`config.mk`:
```
export PLATFORM = sky130hd
export DESIGN_NAME = practice_sequencer
export DESIGN_NICKNAME = d
export VERILOG_FILES = /design/src/rtl/practice_sequencer.sv
export SDC_FILE = /design/constraint.sdc
export NUM_CORES = 1
export LEC_CHECK = 0
export BUFFER_PORTS_ARGS = -buffer_cell sky130_fd_sc_hd__buf_2
export CAP_MARGIN = 20
export CORE_UTILIZATION = 43
export DETAILED_ROUTE_END_ITERATION = 12
export SKIP_CTS_REPAIR_TIMING = 1
export SYNTH_ARGS = -nofsm -noshare
export SYNTH_HDL_FRONTEND = slang
export SYNTH_SLANG_ARGS = --single-unit
```
`constraint.sdc`:
```
create_clock -name clock -period 3 [get_ports clock]
set_input_delay 0.15 -clock clock [delete_from_list [all_inputs] [get_ports clock]]
set_output_delay 0.15 -clock clock [all_outputs]
set_load 0.05 [all_outputs]
```
`src/rtl/practice_sequencer.sv`:
```
// Scale-drill lesson controller: presents one target note per step, scores a
// stable match on note_in as a hit or a LISTEN timeout as a miss.
module practice_sequencer #(
  parameter int HOLD_CYCLES    = 4,
  parameter int TIMEOUT_CYCLES = 20,
  parameter int SEQ_LEN        = 8
) (
  input  logic       clock,
  input  logic       reset,
  input  logic       start,
  input  logic [4:0] note_in,
  output logic [4:0] target_note,
  output logic [2:0] step,
  output logic [3:0] score,
  output logic       hit,
  output logic       miss,
  output logic       listening,
  output logic       done
);

  localparam int CW = $clog2(TIMEOUT_CYCLES + 1);

  typedef enum logic [2:0] {
    S_IDLE    = 3'd0,
    S_RELEASE = 3'd1,
    S_LISTEN  = 3'd2,
    S_HIT     = 3'd3,
    S_MISS    = 3'd4,
    S_DONE    = 3'd5
  } state_e;

  state_e          state_q, state_d;
  logic [2:0]      step_q, step_d;
  logic [3:0]      score_q, score_d;
  logic [4:0]      target_q, target_d;
  logic [CW-1:0]   hold_cnt_q, hold_cnt_d;
  logic [CW-1:0]   tmo_cnt_q, tmo_cnt_d;
  logic            hit_q, hit_d;
  logic            miss_q, miss_d;
  logic            listening_q, listening_d;
  logic            done_q, done_d;
  logic            match;

  // C major scale, C4..C5, in note_Select codes
  function automatic logic [4:0] rom_note(input logic [2:0] idx);
    case (idx)
      3'd0:    rom_note = 5'd1;
      3'd1:    rom_note = 5'd3;
      3'd2:    rom_note = 5'd5;
      3'd3:    rom_note = 5'd6;
      3'd4:    rom_note = 5'd8;
      3'd5:    rom_note = 5'd10;
      3'd6:    rom_note = 5'd12;
      default: rom_note = 5'd13;
    endcase
  endfunction

  assign match = (note_in == target_q);

  always_comb begin
    state_d    = state_q;
    step_d     = step_q;
    score_d    = score_q;
    target_d   = target_q;
    hold_cnt_d = hold_cnt_q;
    tmo_cnt_d  = tmo_cnt_q;

    case (state_q)
      S_IDLE, S_DONE: begin
        if (start) begin
          step_d   = 3'd0;
          score_d  = 4'd0;
          target_d = rom_note(3'd0);
          state_d  = S_RELEASE;
        end
      end
      S_RELEASE: begin
        if (note_in == 5'd0) begin
          hold_cnt_d = '0;
          tmo_cnt_d  = '0;
          state_d    = S_LISTEN;
        end
      end
      S_LISTEN: begin
        hold_cnt_d = match ? hold_cnt_q + 1'b1 : '0;
        tmo_cnt_d  = tmo_cnt_q + 1'b1;
        // a hit landing on the final timeout cycle still counts as a hit
        if (match && hold_cnt_q == CW'(HOLD_CYCLES - 1)) begin
          state_d = S_HIT;
        end else if (tmo_cnt_q == CW'(TIMEOUT_CYCLES - 1)) begin
          state_d = S_MISS;
        end
      end
      S_HIT, S_MISS: begin
        if (state_q == S_HIT) begin
          score_d = score_q + 4'd1;
        end
        if (step_q == 3'(SEQ_LEN - 1)) begin
          target_d = 5'd0;
          state_d  = S_DONE;
        end else begin
          step_d   = step_q + 3'd1;
          target_d = rom_note(step_q + 3'd1);
          state_d  = S_RELEASE;
        end
      end
      default: state_d = S_IDLE;
    endcase

    hit_d       = (state_d == S_HIT);
    miss_d      = (state_d == S_MISS);
    listening_d = (state_d == S_LISTEN);
    done_d      = (state_d == S_DONE);
  end

  always_ff @(posedge clock) begin
    if (reset) begin
      state_q     <= S_IDLE;
      step_q      <= 3'd0;
      score_q     <= 4'd0;
      target_q    <= 5'd0;
      hold_cnt_q  <= '0;
      tmo_cnt_q   <= '0;
      hit_q       <= 1'b0;
      miss_q      <= 1'b0;
      listening_q <= 1'b0;
      done_q      <= 1'b0;
    end else begin
      state_q     <= state_d;
      step_q      <= step_d;
      score_q     <= score_d;
      target_q    <= target_d;
      hold_cnt_q  <= hold_cnt_d;
      tmo_cnt_q   <= tmo_cnt_d;
      hit_q       <= hit_d;
      miss_q      <= miss_d;
      listening_q <= listening_d;
      done_q      <= done_d;
    end
  end

  assign target_note = target_q;
  assign step        = step_q;
  assign score       = score_q;
  assign hit         = hit_q;
  assign miss        = miss_q;
  assign listening   = listening_q;
  assign done        = done_q;

endmodule

```
==> out/results.tsv, run 1 <==
metric	value	unit
synth_fa_ha_area_share	7.51	%
met2_usage	29.2	%
fmax	0.542	GHz
area_growth	11.3	%
grt_max_degree	19	
clock_sink_count	28	
multi_input_area	891	sq um
use_met3	3.36	%
grt_pass1_wl	5260	um
io_pins	24	
hp-start	note_in[4]	
die_area	0.00373	sq mm
met1_usage	25.7	%
clock-root-buffer	clkbuf_4	
synth_xor_area_share	3.50	%
peakVddDrop	186	uV
vias	1338	
antennaDiodeCount	0	
cp.arrival	2070	ps
cts_buffers	3	
grt.overflow.total	0	
async_flop_share	0	%
crit_top_cell	ha_1	
clkLatencyLatePin	340	ps
critPathMaxFanout	7	
drt_drc_violations_left	0	
min_path_type	in2reg	
first_pass_iters	4	
p_per_area	380	mW/mm^2
start_util	45.0	%
nFillCells	346	
seqCellArea	561	sq um
clock_skew	3.44	ps
startpoint	step[0]	
synthSimpleGateAreaFrac	26.4	%
dp_hpwl	2330	um
syn_area_per_cell	8.29	sq um
setup_viol_count_final	0	
wl	3140	um
hold_viol	0	
crit_slowest_cell	dfxtp_1	
core-area	0.00334	sq mm
synth.distinct_cells	46	
cap_violations	0	
fin_tns_setup	0	ps
nNetsFinal	218	
die_h	61.1	um
endpoint_kind	flip-flop	
grtUsageTotal	18.9	%
slew_violations	0	
drt_iter0_markers	53	
cts_tree	built	
htreeDepth	1	
synth_flop_cell	dfxtp_1	
io_buffers	22	
outcome	finished, final reports clean	
yosysWarnings	0	
top_usage_layer	met2	
wl_per_cell	12.8	um
viasPerCell	5.44	
rows	21	
synth_top_family_by_area	simple AND/OR/NAND/NOR gates	
rsz0062_at_grt	no	
final_common_cell	dfxtp_1	
drtAntennaViolNets	0	
synth_seq_cells	28	
slowest_delay	370	ps
gp_congestion	0.792	
crit_path_start_kind	flip-flop	
fin_crit_sh	61.5	%
final_cell_mix	28 x dfxtp_1, 22 x nor2_1, 22 x buf_2, 14 x a21oi_1, 12 x nand2_1	
critPathRequiredTime	3220	ps
syn_area	0.00150	sq mm
syn_inst	181	
instances_no_fill	246	
crit_type	reg2reg	
r2r_start	step[0]	
drive_gt1_share	15.5	%
leakage	0.692	nW
synth-seq-area-share	37.4	%
syn_nets	198	
fp.dieW	61.1	um
clk_path_buf_depth	2	
grt_pass1_vias	1219	
dp.cells	242	
synth-edff-count	0	
min_period	1850	ps
path_cells	ha_1, ha_1, o21ai_0, mux2i_1, o221ai_1, o32ai_1	
clk_pin_slew	150	ps
antenna_found_initial	0	
synth_compound_area_share	20.4	%
muxShareOfSynthArea	1.33	%
[power by group]
part	switching [mW]	internal [mW]	leakage, nW
registers	0.00686	0.376	0.226
logic	0.0402	0.0218	0.445
clock network	0.115	0.0745	0.0210
[Yosys cell counts (2+ instances only)]
cell       count  area (sq um)
a21oi_1       14          70.1
a22oi_1        2          15.0
a2bb2oi_1      2          17.5
a32oi_1        4          35.0
and2_1         5          31.3
and3_1         2          12.5
buf_2          3          15.0
clkbuf_1       3          11.3
dfxtp_1       28           561
ha_1           9           113
inv_1          4          15.0
mux2i_1        2          20.0
nand2_1       12          45.0
nand2b_1       4          25.0
nand3_1        9          45.0
nor2_1        22          82.6
nor2b_1        3          18.8
nor3_1         5          25.0
o21a_1         2          15.0
o21ai_0       10          50.1
o21ai_1        4          20.0
or3_1          3          18.8
xor2_1         6          52.6
[area by class of cell]
class	count	area share [%]
clock buffers	4	2.17
flip-flops and latches	28	33.6
well taps	46	3.45
repair buffers	22	6.59
inverters	4	0.899
multi-input cells	142	53.3
[metrics by stage]
| step | area (sq um) | utilization, % | worst slack [ps] | total power, mW | hold WS (ps) |
|---|---|---|---|---|---|
| 2_1_floorplan | 1500 | - | 1130 | 0.438 | 364 |
| 4_1_cts | 1670 | 50.1 | 1150 | 0.642 | 123 |
| 5_1_grt | 1670 | 50.1 | 935 | 0.661 | 166 |
| 3_5_place_dp | 1630 | 49.0 | 1170 | 0.452 | 487 |
| 6_report | 1670 | 50.1 | 1150 | 0.634 | 136 |
| 3_3_place_gp | 1630 | 49.0 | 1210 | 0.451 | 469 |
[routing by layer]
metal	vias up	routed length (um)	share of wire [%]
met4	0	49	1.6
met1	614	1540	49
met3	5	152	4.8
met2	37	1400	45
met5	-	0	0
li1	682	-	-
[worst max-delay path: cells and delay by family (launching register included)]
family                   cells  cell delay [ps]
multiplexers                 1              100
adder cells (fa/ha/maj)      2              540
AO/OA/AOI/OAI                3              720
flip-flops                   1              370
[worst paths after layout]
path | to | slack (ps) | depth (start not counted)
worst max register to register | step[1] | 1150 | 6
worst min register to register | target_note[3] | 500 | 2
worst min-delay path | hold_cnt_q[2] | 140 | 4
worst max-delay path | step[1] | 1150 | 6
[sequential cells by signal (all words and copies together), names as in the netlist]
register / cells
listening: 1
done: 1
target_note: 4
tmo_cnt_q: 5
hold_cnt_q: 5
step: 3
miss: 1
score: 4
hit: 1
state_q: 3
[cell families after synthesis]
| kind of cell | after synthesis |
|---|---|
| and+or+nand+nor | 77 |
| xor gates and xnor gates | 6 |
| AOI/OAI and AO/OA | 47 |
| DFF | 28 |
| other | 1 |
| muxes | 2 |
| buffers and inverters | 11 |
| adders and majority gates | 9 |
No activity file was read; power rests on OpenSTA's default activity.
==> run 2, diff against run 1 <==
clock period = 1.7 ns   (was 3 ns; I/O delays follow)
==> run 2 against run 1 <==
Against the previous run:
- the flow now finishes with violations (DRC)
- first-iteration DRC count is 25% lower
- final cell count is 3.3% higher
- non-clock buffer count is 9 higher
- largest cell class unchanged
==> out/results.tsv, run 2 (same netlist as run 1, synthesis figures left out) <==
metric	value	unit	change
outcome	complete, but fails checks		was finished, final reports clean
first_pass_iters	9		was 4
clock_sink_count	28		unchanged
hold_viol	0		unchanged
endpoint_kind	flip-flop		unchanged
r2r_start	state_q[0]		was step[0]
final_area	0.00179	sq mm	was 0.00167 sq mm
crit_type	reg2reg		unchanged
clk_path_buf_depth	2		unchanged
peakVddDrop	251	uV	was 186 uV
nNetsFinal	227		was 218
drt_drc_violations_left	2		was 0
setup_viol_count_final	0		unchanged
clock_skew	6.07	ps	was 3.44 ps
setup_slack	95.2	ps	was 1150 ps
start_util	45.0	%	unchanged
min_path_type	in2reg		unchanged
slew_violations	0		unchanged
dp.cells	251		was 242
htreeDepth	1		unchanged
met1Wirelength	1580	um	was 1540 um
fin_crit_sh	94.4	%	was 61.5%
gp_congestion	0.827		was 0.792
clock-root-buffer	clkbuf_4		unchanged
die_area	0.00373	sq mm	unchanged
min_period	1600	ps	was 1850 ps
die_h	61.1	um	unchanged
grt_pass1_vias	1224		was 1,219
cts_buffers	3		unchanged
placed_area	0.00171	sq mm	was 0.00163 sq mm
cts_tree	built		unchanged
final_cell_mix	23 x dfxtp_1, 22 x nor2_1, 22 x buf_2, 14 x a21oi_1, 12 x nand2_1		was 28 x dfxtp_1, 22 x nor2_1, 22 x buf_2, 14 x a21oi_1, 12 x nand2_1
final_common_cell	dfxtp_1		unchanged
critPathRequiredTime	1980	ps	was 3220 ps
core-area	0.00334	sq mm	unchanged
grt_max_degree	19		unchanged
fmax	0.623	GHz	was 0.542 GHz
utilization	53.6	%	was 50.1%
wl_per_cell	12.7	um	was 12.8 um
met2_length	1450	um	was 1400 um
top_regs	hold_cnt_q x5, tmo_cnt_q x5		unchanged
fp.dieW	61.1	um	unchanged
rsz0062_at_grt	no		unchanged
wl	3220	um	was 3140 um
antennaDiodeCount	0		unchanged
highest_layer	met4		unchanged
rows	21		unchanged
grtUsageTotal	18.6	%	was 18.9%
cap_violations	0		unchanged
leakage	0.732	nW	was 0.692 nW
vias	1363		was 1,338
clk_pin_slew	150	ps	about the same
clkLatencyLatePin	330	ps	was 340 ps
violations	DRC		
drt_iter0_markers	40		was 53
hp-start	note_in[4]		unchanged
cp.arrival	1890	ps	was 2070 ps
dr_wl_met3	124	um	was 152 um
antenna_found_initial	0		unchanged
grt.overflow.total	0		unchanged
p_per_area	598	mW/mm^2	was 380 mW/mm^2
crit_path_start_kind	flip-flop		unchanged
viasPerCell	5.37		was 5.44
drive_gt1_share	25.0	%	was 15.5%
fin_tns_setup	0	ps	unchanged
drtAntennaViolNets	0		unchanged
startpoint	state_q[0]		was step[0]
dp_hpwl	2470	um	was 2330 um
grt_pass1_wl	5210	um	was 5260 um
critPathMaxFanout	8		was 7
pre_cts_ws	13.9	ps	was 1170 ps
io_pins	24		unchanged
instances_no_fill	254		was 246
io_buffers	22		unchanged
area_growth	19.3	%	was 11.3%
-- run 2: cell types whose count changed in the layout (fill, tap and decap cells not counted), moves of 2 or more --
cell	previous run	this run
buf_4	0	9
ha_1	9	7
dfxtp_2	0	5
dfxtp_1	28	23
-- run 2: layer usage --
| metal | GRT usage (%) | vias to the layer above |
|---|---|---|
| li1 | - | 697 |
| met1 | 24.3 | 630 |
| met2 | 30.6 | 31 |
| met3 | 3.15 | 5 |
| met4 | 7.79 | 0 |
| met5 | 0 | - |
-- run 2: final cells by class --
| cell class | count | area [sq um] |
|---|---|---|
| clock buffers | 3 | 22.5 |
| fillers | 337 | 1550 |
| inverters | 4 | 15.0 |
| multi-input cells | 142 | 950 |
| flip-flops and latches | 28 | 567 |
| well taps | 46 | 57.6 |
| repair buffers | 31 | 178 |
-- run 2: power by group --
group          switching, mW  total (mW)  internal, mW
combinational         0.0789       0.121        0.0424
sequential           0.00807       0.671         0.663
clock                  0.193       0.277        0.0834
total                  0.280        1.07         0.789
-- run 2: critical path, stage by stage, from the launching register on --
cell	delay, ps
dfxtp_1	390
or3b_1	410
a21oi_2	200
nor2_2	80
or3_1	340
a21oi_1	130
-- run 2: path summary, 6_finish.rpt --
check / to / slack [ps] / depth (start not counted)
max reg2reg: score[3] / 100 / 5
min reg2reg: target_note[2] / 490 / 2
min: hold_cnt_q[2] / 100 / 4
max: score[3] / 100 / 5
-- run 2: through the flow --
step | hold slack (ps) | power [mW]
2_1_floorplan | 299 | 0.772
3_3_place_gp | 449 | 0.800
3_5_place_dp | 443 | 0.803
4_1_cts | 74.6 | 1.08
5_1_grt | 110 | 1.11
6_report | 100 | 1.07
